===== src/rtl/mesh_link_arbiter.sv =====
// mesh_link_arbiter: round-robin arbiter sharing one outgoing mesh link between NUM_REQ packet sources.
//
// Ports:
//   clk, rst_n               clock, asynchronous active-low reset
//   in_valid  [NUM_REQ]      per-requester packet valid
//   in_ready  [NUM_REQ]      per-requester accept, one-hot or zero
//   in_pkt    [NUM_REQ*PKT_W] packets, requester i at [i*PKT_W +: PKT_W]
//   in_ctrl   [NUM_REQ*2]    ctrl field per requester (2 = SUM)
//   out_valid/out_ready      one-entry output stage handshake
//   out_pkt   [PKT_W]        held packet
//   out_src   [SRC_W]        index of the requester that sent out_pkt
//   stat_xfers, stat_stalls  saturating transfer / stall counters
//
// Optional feature: define ARB_SUM_PRIORITY_EN to restrict the round-robin
// search to requesters carrying ctrl==SUM whenever any are present.
module mesh_link_arbiter #(
    parameter int NUM_REQ = 5,
    parameter int PKT_W = 55,
    parameter int STAT_W = 16,
    localparam int SRC_W = NUM_REQ > 1 ? $clog2(NUM_REQ) : 1
) (
    input  logic                     clk,
    input  logic                     rst_n,
    input  logic [NUM_REQ-1:0]       in_valid,
    output logic [NUM_REQ-1:0]       in_ready,
    input  logic [NUM_REQ*PKT_W-1:0] in_pkt,
    input  logic [NUM_REQ*2-1:0]     in_ctrl,
    output logic                     out_valid,
    input  logic                     out_ready,
    output logic [PKT_W-1:0]         out_pkt,
    output logic [SRC_W-1:0]         out_src,
    output logic [STAT_W-1:0]        stat_xfers,
    output logic [STAT_W-1:0]        stat_stalls
);
    logic [SRC_W-1:0]   rr_ptr;
    logic [SRC_W-1:0]   win;
    logic [SRC_W-1:0]   idx;
    logic [SRC_W-1:0]   nxt_ptr;
    logic [NUM_REQ-1:0] cand;
    logic [PKT_W-1:0]   win_pkt;
    logic               found;
    logic               free;
    logic               grant;
`ifdef ARB_SUM_PRIORITY_EN
    logic [NUM_REQ-1:0] sum_set;
    always_comb begin
        sum_set = '0;
        for (int i = 0; i < NUM_REQ; i++)
            sum_set[i] = in_valid[i] & (in_ctrl[2*i +: 2] == 2'd2);
    end
    assign cand = |sum_set ? sum_set : in_valid;
`else
    logic unused_ctrl;
    assign unused_ctrl = ^in_ctrl;
    assign cand = in_valid;
`endif
    // Walk offsets from farthest to nearest so the requester closest to rr_ptr is kept.
    always_comb begin
        found = 1'b0;
        win = '0;
        idx = '0;
        for (int i = NUM_REQ - 1; i >= 0; i--) begin
            idx = SRC_W'((int'(rr_ptr) + i) % NUM_REQ);
            if (cand[idx]) begin
                found = 1'b1;
                win = idx;
            end
        end
    end
    always_comb begin
        win_pkt = '0;
        for (int i = 0; i < NUM_REQ; i++)
            if (win == SRC_W'(i)) win_pkt = in_pkt[i*PKT_W +: PKT_W];
    end
    // Gated by rst_n so no requester sees an accept while the stage is held in reset.
    assign free     = rst_n & (!out_valid | out_ready);
    assign grant    = free & found;
    assign in_ready = grant ? NUM_REQ'(1) << win : '0;
    assign nxt_ptr  = int'(win) == NUM_REQ - 1 ? '0 : win + 1'b1;
    always_ff @(posedge clk or negedge rst_n) begin
        if (!rst_n) begin
            out_valid   <= 1'b0;
            out_pkt     <= '0;
            out_src     <= '0;
            rr_ptr      <= '0;
            stat_xfers  <= '0;
            stat_stalls <= '0;
        end else begin
            if (grant) begin
                out_valid <= 1'b1;
                out_pkt   <= win_pkt;
                out_src   <= win;
                rr_ptr    <= nxt_ptr;
            end else if (out_ready) begin
                out_valid <= 1'b0;
            end
            if (out_valid && out_ready && stat_xfers != '1)
                stat_xfers <= stat_xfers + 1'b1;
            if (out_valid && !out_ready && stat_stalls != '1)
                stat_stalls <= stat_stalls + 1'b1;
        end
    end
endmodule


===== config.mk =====
export PLATFORM = sky130hd
export DESIGN_NAME = mesh_link_arbiter
export DESIGN_NICKNAME = d
export VERILOG_FILES = /design/src/rtl/mesh_link_arbiter.sv
export SDC_FILE = /design/constraint.sdc
export NUM_CORES = 1
export LEC_CHECK = 0
export BUFFER_PORTS_ARGS = -buffer_cell sky130_fd_sc_hd__buf_2
export CORE_AREA = 2 2 150 152
export DETAILED_ROUTE_END_ITERATION = 7
export DIE_AREA = 0 0 152 154
export GPL_TIMING_DRIVEN = 0
export HOLD_SLACK_MARGIN = 0.06
export PLACE_DENSITY = 0.67
export SLEW_MARGIN = 20
export SYNTH_ARGS = -nofsm -noshare
export SYNTH_HDL_FRONTEND = slang
export SYNTH_SLANG_ARGS = --single-unit

===== constraint.sdc =====
create_clock -name clk -period 5.7 [get_ports clk]
set_input_delay 0 -clock clk [delete_from_list [all_inputs] [get_ports clk]]
set_output_delay 0 -clock clk [all_outputs]
set_load 0.005 [all_outputs]

==> results.py, run 1 <==
metrics = {
    "worst_setup_path": {
        "start_kind": "register",
        "cp-startpoint": "rr_ptr[1]",
        "rr_worst_depth": 26,
        "r2r-start": "rr_ptr[1]",
        "r2r_end": "out_pkt[46]",
        "crit_type": "register to register",
        "crit_arrival_ns": 5.72,
        "endpoint_kind": "register",
        "crit_fanout": 10,
        "ff2ff_setup_slack_ns": 0.19,
        "required_ns": 5.91,
    },
    "finish": {
        "finalNetCount": 1739,
        "final_cells": 1713,
        "final_area_mm2": 0.0118,
        "drive_gt1_share_pct": 37.5,
        "area_growth_pct": 52.5,
    },
    "global_route": {
        "grt_use_total_pct": 29.0,
        "grt_first_pass_wirelength_um": 53100,
        "grt_pass1_vias": 9307,
        "antenna_found_initial": 13,
        "grt.overflow.total": 0,
        "grt_max_degree": 64,
    },
    "sta": {
        "final_hold_viol_count": 0,
        "maxSlewHeadroom_pct": 57.5,
        "whs_ns": 0.0593,
        "post-route-min-period_ns": 5.51,
        "setup_viol": 0,
        "final.setup.tns_ns": 0,
        "finClkSkew_ns": 0.0112,
        "fmaxAchievable_ghz": 0.181,
        "tightest_slew_ns": 0.636,
        "fin_crit_sh_pct": 96.7,
        "drv_slew": 0,
    },
    "yosys": {
        "async_flop_share_pct": 100,
        "synth_edf_count": 0,
        "yosys.area.top_type": "dfrtp_1",
        "synthCells": 910,
        "ys_seq_area_share_pct": 30.5,
        "synth_warnings": 0,
        "synth_ff_type": "dfrtp_1",
        "synth_nets": 1230,
        "yosysUniqueCellTypes": 75,
        "synth_area_mm2": 0.00771,
        "synth_top_area_share_pct": 30.5,
        "synth_common_cells": "150 x nand2_1, 94 x dfrtp_1, 77 x a21oi_1",
        "post-synth-top-count-cell": "nand2_1",
        "syn_area_per_cell_um2": 8.48,
        "ys_seq_elements": 94,
        "synth_top_cells_by_area": "dfrtp_1 30%, mux2i_1 7.7%, nand2_1 7.3%, o211ai_1 5.6%, nor2b_1 5.0%",
    },
    "placement": {
        "placed_area_mm2": 0.00999,
        "io_buffers": 378,
        "gp_congestion": 0.967,
        "dp_cells": 1569,
        "hpwl_um": 27700,
    },
    "hold_path": {
        "min_to": "out_valid",
        "hold_path_class": "primary input to register",
        "min_path_cells": 3,
        "hp-start": "out_ready",
    },
    "detailed_routing": {
        "wl_per_cell_um": 20.8,
        "drc_errors": 0,
        "vias": 9439,
        "drtIter0Drc": 635,
        "viasPerCell": 5.51,
        "ant_nets": 0,
        "wirelength_um": 35600,
        "drtPass1Iterations": 5,
    },
    "die": {
        "die-area_mm2": 0.0234,
        "std_cell_rows": 54,
        "ios": 389,
        "dieHeight_um": 154,
        "start_util_pct": 35.6,
        "die_x_um": 152,
        "fp.coreArea_mm2": 0.0217,
    },
    "clocking": {
        "clkTransAtPathRegs_ns": 0.07,
        "clock_latency_ns": 0.35,
        "cts_buffers": 9,
        "clock_sinks": 94,
        "cts_buffer_depth": 2,
        "htree_levels": 3,
        "cts_tree": "built",
        "cts_root_buf": "clkbuf_16",
    },
    "run_status": {
        "status": "finished, final reports clean",
    },
    "job": {
        "drv_cap": 0,
    },
}
cell usage in the layout (no fill, tap or decap), types with 7 or more instances in the layout:
cell / netlist / layout
clkbuf_2: 0 / 8
a21oi_1: 77 / 75
xor2_1: 11 / 11
nand2_1: 150 / 150
nand4_1: 8 / 8
buf_6: 3 / 7
diode_2: 0 / 9
nor2_1: 30 / 29
o2111ai_1: 44 / 39
ha_1: 27 / 21
clkbuf_16: 0 / 9
mux2i_1: 59 / 58
and3_1: 10 / 10
nor2b_1: 62 / 59
o2111ai_2: 11 / 15
dfrtp_1: 94 / 91
buf_4: 1 / 22
dlygate4sd3_1: 0 / 107
xnor2_1: 23 / 23
o21ai_0: 20 / 20
buf_2: 38 / 410
nor3_1: 11 / 10
inv_1: 21 / 19
o211ai_1: 58 / 58
nand2b_1: 9 / 9
nand3_1: 15 / 15
per-stage QoR:
stage                     util [%]  setup slack [ns]
after floorplan                  -             0.265
after global placement        45.9             -1.41
after detailed placement      46.1             -1.42
after CTS                     53.4           0.00403
after global routing          54.2           -0.0347
final                         54.2             0.189
per-layer routing:
layer  routed length [µm]  vias up  global-route usage, %  part of all wire (%)
met2                17300      417                   49.2                    49
met4                  951        8                   9.26                   2.7
met3                 2490       64                   6.12                   7.0
met5                   52        -                      0                  0.15
li1                     -     4395                      -                     -
met1                14800     4555                   36.8                    42
registers in the layout, indices dropped and copies added, names as in the netlist:
name	flops
stat_stalls	16
out_src	3
out_pkt	55
stat_xfers	16
rr_ptr	3
out_valid	1
how the worst max path moves through the flow:
stage	endpoint	slack, ns	depth (start not counted)
after global routing	out_pkt[46]	-0.03	26
after CTS	out_pkt[46]	0.004	25
after detailed placement	out_pkt[32]	-1.42	24
after floorplan	out_pkt[32]	0.26	24
after global placement	out_pkt[46]	-1.41	24
final	out_pkt[46]	0.19	26
worst max-delay path: stages, from the launching register on:
cell and delay [ns]:
dfrtp_2 0.42, buf_6 0.17, clkinvlp_4 0.14, ha_4 0.19, inv_1 0.09, ha_1 0.24
buf_2 0.18, nand2b_1 0.17, ha_1 0.31, or3b_2 0.47, a221o_1 0.35, o211ai_4 0.15
mux2i_1 0.22, or3_1 0.14, o221ai_1 0.11, a31oi_1 0.18, o22a_2 0.25, inv_2 0.08
ha_1 0.24, ha_4 0.22, nor2b_2 0.17, a21oi_2 0.16, o21ai_4 0.09, buf_12 0.14
buf_4 0.19, o2111ai_1 0.16, o211ai_1 0.13
cell type report:
cell class	instances	area, µm²
tap	280	350
buffer	63	378
clock inverter	7	68.8
clock buffer	9	225
fill	2052	9930
sequential	94	2360
multi-input combinational	727	5140
timing repair buffer	500	3110
antenna	9	22.5
inverter	24	101
repair_timing:
action                                  in CTS  in global routing
hold endpoints to repair                   150                  0
hold buffers                               107                  0
resized for setup                           61                 21
endpoints found under the setup margin      61                 58
buffers inserted                             4                 10
pin swaps                                    2                  7
cells by family after synthesis:
logic type	share of synthesized area [%]
compound gates	26.6
fa+ha+maj	4.38
mux	8.97
xor+xnor	4.07
flops	30.5
buf+inv	5.29
simple gates	20.2
Power of run 1 is not shown: default switching activity piles up to over one toggle a cycle in this logic, so the estimate is an artifact.
==> run 2, diff against run 1 <==
Settings changed: ABC_AREA from default to 1, CORE_AREA 2 2 150 152 to 2 2 153 155, DIE_AREA 0 0 152 154 to 0 0 155 157, PLACE_DENSITY 0.67 to 0.73.
==> run 2 against run 1 <==
Die area rose by 4.0%; cell count increased by 43%; sequential cell count is the same; core utilization grew 3.8 points; routed wire length up 8.6%; fmax is 5.1% higher; setup slack better by 0.27 ns; non-clock buffer count is 17 higher; critical path type unchanged; register-to-register slack improved by 0.27 ns.
==> results.py, run 2 <==
metrics = {
    "global_route": {
        "grt_use_met2_pct": 53.0,
        "grt.overflow.total": 0,
        "busiest_layer": "met2",
        "grt_use_total_pct": 30.5,
        "grt_max_degree": 55,
        "antenna_found_initial": 12,
        "grt_first_pass_wirelength_um": 58200,
        "grtUsageMet1_pct": 36.2,
        "globalRouteMet3Util_pct": 5.75,
        "grt_pass1_vias": 11300,
    },
    "yosys": {
        "post-synth-top-count-cell": "nand2_1",
        "ys_seq_elements": 94,
        "synth_top_area_share_pct": 25.4,
        "synth_nets": 1959,
        "async_flop_share_pct": 100,
        "synth_area_mm2": 0.00927,
        "synthCells": 1639,
        "yosysUniqueCellTypes": 37,
        "yosys.area.top_type": "dfrtp_1",
        "ys_seq_area_share_pct": 25.4,
        "synth_common_cells": "564 x nand2_1, 302 x inv_1, 274 x nand3_1",
        "synth_warnings": 0,
        "syn_area_per_cell_um2": 5.66,
        "synth_ff_type": "dfrtp_1",
        "synth_edf_count": 0,
        "synth_top_cells_by_area": "dfrtp_1 25%, nand2_1 23%, nand3_1 15%, inv_1 12%, o21ai_0 3.7%",
    },
    "hold_path": {
        "min_path_cells": 7,
        "min_to": "out_pkt[1]",
        "hold_path_class": "primary input to register",
        "hp-start": "in_pkt[56]",
    },
    "clocking": {
        "cts_root_buf": "clkbuf_16",
        "clock_latency_ns": 0.37,
        "cts_buffer_depth": 2,
        "clock_sinks": 94,
        "cts_tree": "built",
        "clkTransAtPathRegs_ns": 0.08,
        "cts_buffers": 9,
        "htree_levels": 3,
    },
    "worst_setup_path": {
        "required_ns": 6.00,
        "rr_worst_depth": 33,
        "start_kind": "register",
        "r2r-start": "rr_ptr[2]",
        "slowest_stage": "dfrtp_1",
        "max_stage_delay_ns": 0.47,
        "ff2ff_setup_slack_ns": 0.46,
        "r2r_end": "out_pkt[34]",
        "path_common_cell": "nand2_1",
        "crit_type": "register to register",
        "crit_fanout": 10,
        "crit_arrival_ns": 5.54,
        "endpoint_kind": "register",
    },
    "finish": {
        "finalNetCount": 2461,
        "top_regs": "out_pkt (55), stat_stalls (16), stat_xfers (16)",
        "regMostFlops": "out_pkt",
        "drive_gt1_share_pct": 24.6,
        "final_common_cell": "nand2_1",
        "n_fill_cell": 2230,
        "largest_reg_flops": 55,
        "final_cell_mix": "564 x nand2_1, 409 x buf_2, 302 x inv_1, 274 x nand3_1, 112 x dlygate4sd3_1",
        "area_growth_pct": 40.9,
        "final_cells": 2445,
    },
    "sta": {
        "final.setup.tns_ns": 0,
        "drv_slew": 0,
        "fmaxAchievable_ghz": 0.191,
        "maxSlewHeadroom_pct": 61.1,
        "fin_crit_sh_pct": 92.0,
        "post-route-min-period_ns": 5.24,
        "finClkSkew_ns": 0.0203,
        "final_hold_viol_count": 0,
        "setup_viol": 0,
        "rsz0062_at_grt": "no",
        "tightest_slew_ns": 0.584,
    },
    "detailed_routing": {
        "wl_per_cell_um": 15.8,
        "viasPerCell": 4.93,
        "drtPass1Iterations": 5,
        "drtIter0Drc": 891,
        "drc_errors": 0,
        "ant_nets": 0,
        "wirelength_um": 38700,
        "vias": 12000,
    },
    "die": {
        "dieHeight_um": 157,
        "die-area_mm2": 0.0243,
        "fp.coreArea_mm2": 0.0225,
        "std_cell_rows": 55,
        "die_x_um": 155,
        "ios": 389,
        "start_util_pct": 41.2,
    },
    "job": {
        "drv_cap": 0,
    },
    "placement": {
        "io_buffers": 378,
        "hpwl_um": 29800,
        "gp_congestion": 0.971,
        "dp_cells": 2303,
    },
    "run_status": {
        "status": "finished, final reports clean",
    },
}
## run 2: cell types whose count changed after synthesis, moves of 59 or more
cell     delta
mux2i_1    -59
nand2_1   +414
inv_1     +281
nor2b_1    -62
a21oi_1    -73
nand3_1   +259
## run 2: repair_timing
item / 4_1_cts / 5_1_grt
buffers inserted: 0 / 0
hold buffers: 112 / 0
endpoints found under the hold margin: 150 / 0
setup endpoints to repair: 1 / 61
pin swaps: 0 / 0
cloned: 0 / 0
gates resized for setup: 1 / 48
## run 2: routing by layer
metal / vias to the layer above / wire [µm]
met5: - / 27
met4: 4 / 1880
met3: 119 / 2890
met2: 566 / 18400
met1: 5407 / 15500
li1: 5952 / -
## run 2: worst max-delay path: cells and delay by family (launching register included)
| kind | cells | cell delay (ns) |
|---|---|---|
| adders and majority gates | 4 | 0.88 |
| xor gates and xnor gates | 1 | 0.15 |
| AOI/OAI and AO/OA | 4 | 0.78 |
| buffers and inverters | 10 | 1.38 |
| DFF | 1 | 0.47 |
| and+or+nand+nor | 14 | 1.54 |
## run 2: cell families after synthesis
logic type	synth area share (%)
XOR/XNOR	3.02
AND/OR/NAND/NOR	44.3
buffers and inverters	18.6
AO/OA/AOI/OAI	5.14
flip-flops	25.4
adder cells (fa/ha/maj)	3.64
## run 2: how the worst max path moves through the flow
stage | cells past startpoint | slack (ns) | end | startpoint
finish | 33 | 0.46 | out_pkt[34] | rr_ptr[2]
global route | 31 | 0.005 | out_pkt[46] | rr_ptr[2]
CTS | 32 | 0.03 | in_ready[1] | rr_ptr[0]
detailed placement | 36 | 0.12 | out_pkt[34] | rr_ptr[0]
global placement | 36 | 0.16 | out_pkt[33] | rr_ptr[0]
floorplan | 36 | 1.25 | out_pkt[10] | rr_ptr[0]
## run 2: final cells by class
cell class / instances / area, µm² / share of cell area [%]
clock buffer: 9 / 225 / 1.72
timing repair buffer: 491 / 3050 / 23.3
multi-input combinational: 1112 / 5200 / 39.8
buffer: 89 / 462 / 3.54
tap: 285 / 357 / 2.73
clock inverter: 7 / 80.1 / 0.613
sequential: 94 / 2350 / 18.0
inverter: 344 / 1300 / 9.95
antenna: 14 / 35.0 / 0.268
## run 2: through the flow
step                      instance area, µm²  worst slack (ns)  hold WS, ns  utilization, %
after floorplan                         9270              1.25       -0.296               -
after global placement                 11500             0.161        0.289            51.2
after detailed placement               11600             0.119      -0.0421            51.3
after CTS                              13000            0.0266       0.0728            57.7
after global routing                   13000           0.00482        0.131            58.0
final                                  13100             0.458       0.0787            58.0
Power of run 2 is left out for the same reason.
==> run 3, diff against run 2 <==
Settings changed: CELL_PAD_IN_SITES_DETAIL_PLACEMENT from default to 1, CELL_PAD_IN_SITES_GLOBAL_PLACEMENT from default to 1, CORE_AREA 2 2 153 155 to default, CORE_MARGIN from default to 2, CORE_UTILIZATION from default to 29, DIE_AREA 0 0 155 157 to default, PLACE_DENSITY 0.73 to default, PLACE_DENSITY_LB_ADDON from default to 0.1.
==> run 3 against run 2 <==
Count of clock-buffer cells in the layout did not move; die area up 37%; register-to-register slack improved by 0.04 ns; critical endpoint is now in_ready[4]; cell area up 1.7%; clock skew is 0.0084 ns lower; hold slack got worse by 0.0018 ns; sequential cell count unchanged; cell count grew 5.2%; sequential share of layout area down 0.28 points; fmax shrank 0.70%; via count decreased by 1.5%.
==> results.py, run 3 (synthesis gave the netlist of run 2 again) <==
metrics = {
    "run_status": {
        "status": "finished, final reports clean",
    },
    "clocking": {
        "cts_root_buf": "clkbuf_16",
        "post_cts_buffers": 0,
        "clock_sinks": 94,
        "cts_buffer_depth": 2,
        "clock_latency_ns": 0.38,
        "htree_levels": 3,
        "clkTransAtPathRegs_ns": 0.09,
        "cts_buffers": 9,
        "cts_tree": "built",
    },
    "finish": {
        "regMostFlops": "out_pkt",
        "final_cell_mix": "564 x nand2_1, 413 x buf_2, 302 x inv_1, 274 x nand3_1, 114 x dlygate4sd3_1",
        "top_regs": "out_pkt (55), stat_stalls (16), stat_xfers (16)",
        "regArea_mm2": 0.00235,
        "n_fill_cell": 4461,
        "drive_gt1_share_pct": 25.3,
        "multi_input_area_mm2": 0.00521,
        "area_growth_pct": 43.2,
        "final_cells": 2572,
        "finalNetCount": 2463,
        "largest_reg_flops": 55,
        "final_common_cell": "nand2_1",
    },
    "global_route": {
        "grt.overflow.total": 0,
        "grt_max_degree": 56,
        "grt_pass1_vias": 12300,
        "globalRouteMet3Util_pct": 5.98,
        "antenna_found_initial": 30,
        "busiest_layer": "met2",
        "grt_first_pass_wirelength_um": 66600,
        "grtUsageMet1_pct": 30.6,
        "grt_use_met2_pct": 44.5,
        "grt_use_total_pct": 25.7,
    },
    "detailed_routing": {
        "drc_errors": 0,
        "viasPerCell": 4.61,
        "drtPass1Iterations": 6,
        "wirelength_um": 43100,
        "wl_per_cell_um": 16.8,
        "ant_nets": 0,
        "vias": 11900,
        "drtIter0Drc": 433,
    },
    "sta": {
        "drv_slew": 0,
        "rsz0062_at_grt": "no",
        "fmaxAchievable_ghz": 0.189,
        "final_hold_viol_count": 0,
        "fin_crit_sh_pct": 92.6,
        "whs_ns": 0.0770,
        "finClkSkew_ns": 0.0119,
        "setup_viol": 0,
        "post-route-min-period_ns": 5.28,
        "maxSlewHeadroom_pct": 57.0,
        "tightest_slew_ns": 0.645,
        "final.setup.tns_ns": 0,
    },
    "hold_path": {
        "hold_path_class": "primary input to register",
        "hp-start": "in_pkt[55]",
        "min_path_cells": 7,
        "min_to": "out_pkt[0]",
    },
    "worst_setup_path": {
        "endpoint_kind": "primary output",
        "r2r-start": "rr_ptr[2]",
        "crit_fanout": 10,
        "crit_type": "register to primary output",
        "slowest_stage": "dfrtp_1",
        "r2r_end": "out_pkt[9]",
        "max_stage_delay_ns": 0.45,
        "crit_arrival_ns": 5.28,
        "ff2ff_setup_slack_ns": 0.50,
        "required_ns": 5.70,
        "start_kind": "register",
        "rr_worst_depth": 33,
        "path_common_cell": "nand2_1",
    },
    "placement": {
        "io_buffers": 378,
        "gp_congestion": 0.834,
        "dp_cells": 2420,
        "hpwl_um": 34100,
    },
    "job": {
        "drv_cap": 0,
    },
    "die": {
        "std_cell_rows": 65,
        "dieHeight_um": 183,
        "die_x_um": 183,
        "fp.coreArea_mm2": 0.0316,
        "die-area_mm2": 0.0334,
        "start_util_pct": 29.4,
        "ios": 389,
    },
}
-- run 3: changes by cell type in the layout (fill, tap and decap cells not counted), moves of 2 or more --
cell and change:
clkbuf_1 -11, diode_2 +8, buf_2 +4, clkbuf_2 +4, clkbuf_4 +4, inv_6 +4
buf_1 -2, dlygate4sd3_1 +2
-- run 3: critical path, delay by kind of cell, from the launching register on --
kind	cells	cell delay, ns
simple gates	11	1.53
buf+inv	8	1.14
compound gates	4	0.82
fa+ha+maj	3	0.81
flops	1	0.45
xor+xnor	1	0.15
-- run 3: metrics by stage --
stage	worst slack, ns	util [%]	cell area [µm²]
final	0.421	42.1	13300
after global placement	0.00965	37.0	11700
after detailed placement	-0.103	37.1	11700
after global routing	0.00449	42.0	13300
after floorplan	1.25	-	9270
after CTS	0.0157	41.7	13100
-- run 3: layer usage --
layer  wire (µm)  part of all wire [%]  vias to the layer above
met2       20500                    48                      321
li1            -                     -                     5967
met3        2330                   5.4                       81
met5         101                  0.23                        -
met1       18700                    43                     5481
met4        1480                   3.4                       16
-- run 3: layout make-up --
class / instances / area share, %
Multi-Input combinational cell: 1112 / 39.2
Timing Repair Buffer: 493 / 23.1
Sequential cell: 94 / 17.7
Inverter: 344 / 9.79
Tap cell: 402 / 3.79
Buffer: 89 / 3.69
Clock buffer: 9 / 1.70
Clock inverter: 7 / 0.537
Antenna cell: 22 / 0.415
-- run 3: what timing repair did --
item,CTS,global route
hold buffers,114,0
hold endpoints to repair,151,0
resized for setup,7,79
endpoints found under the setup margin,52,61
-- run 3: how the worst max path moves through the flow --
stage / startpoint / to / slack, ns / cells past startpoint
after floorplan: rr_ptr[0] / out_pkt[10] / 1.25 / 36
after global placement: rr_ptr[0] / out_pkt[42] / 0.01 / 36
after detailed placement: rr_ptr[0] / out_pkt[24] / -0.10 / 36
after CTS: rr_ptr[0] / in_ready[4] / 0.02 / 32
after global routing: rr_ptr[0] / in_ready[4] / 0.004 / 31
final: rr_ptr[2] / in_ready[4] / 0.42 / 27
Power of run 3 is left out for the same reason.
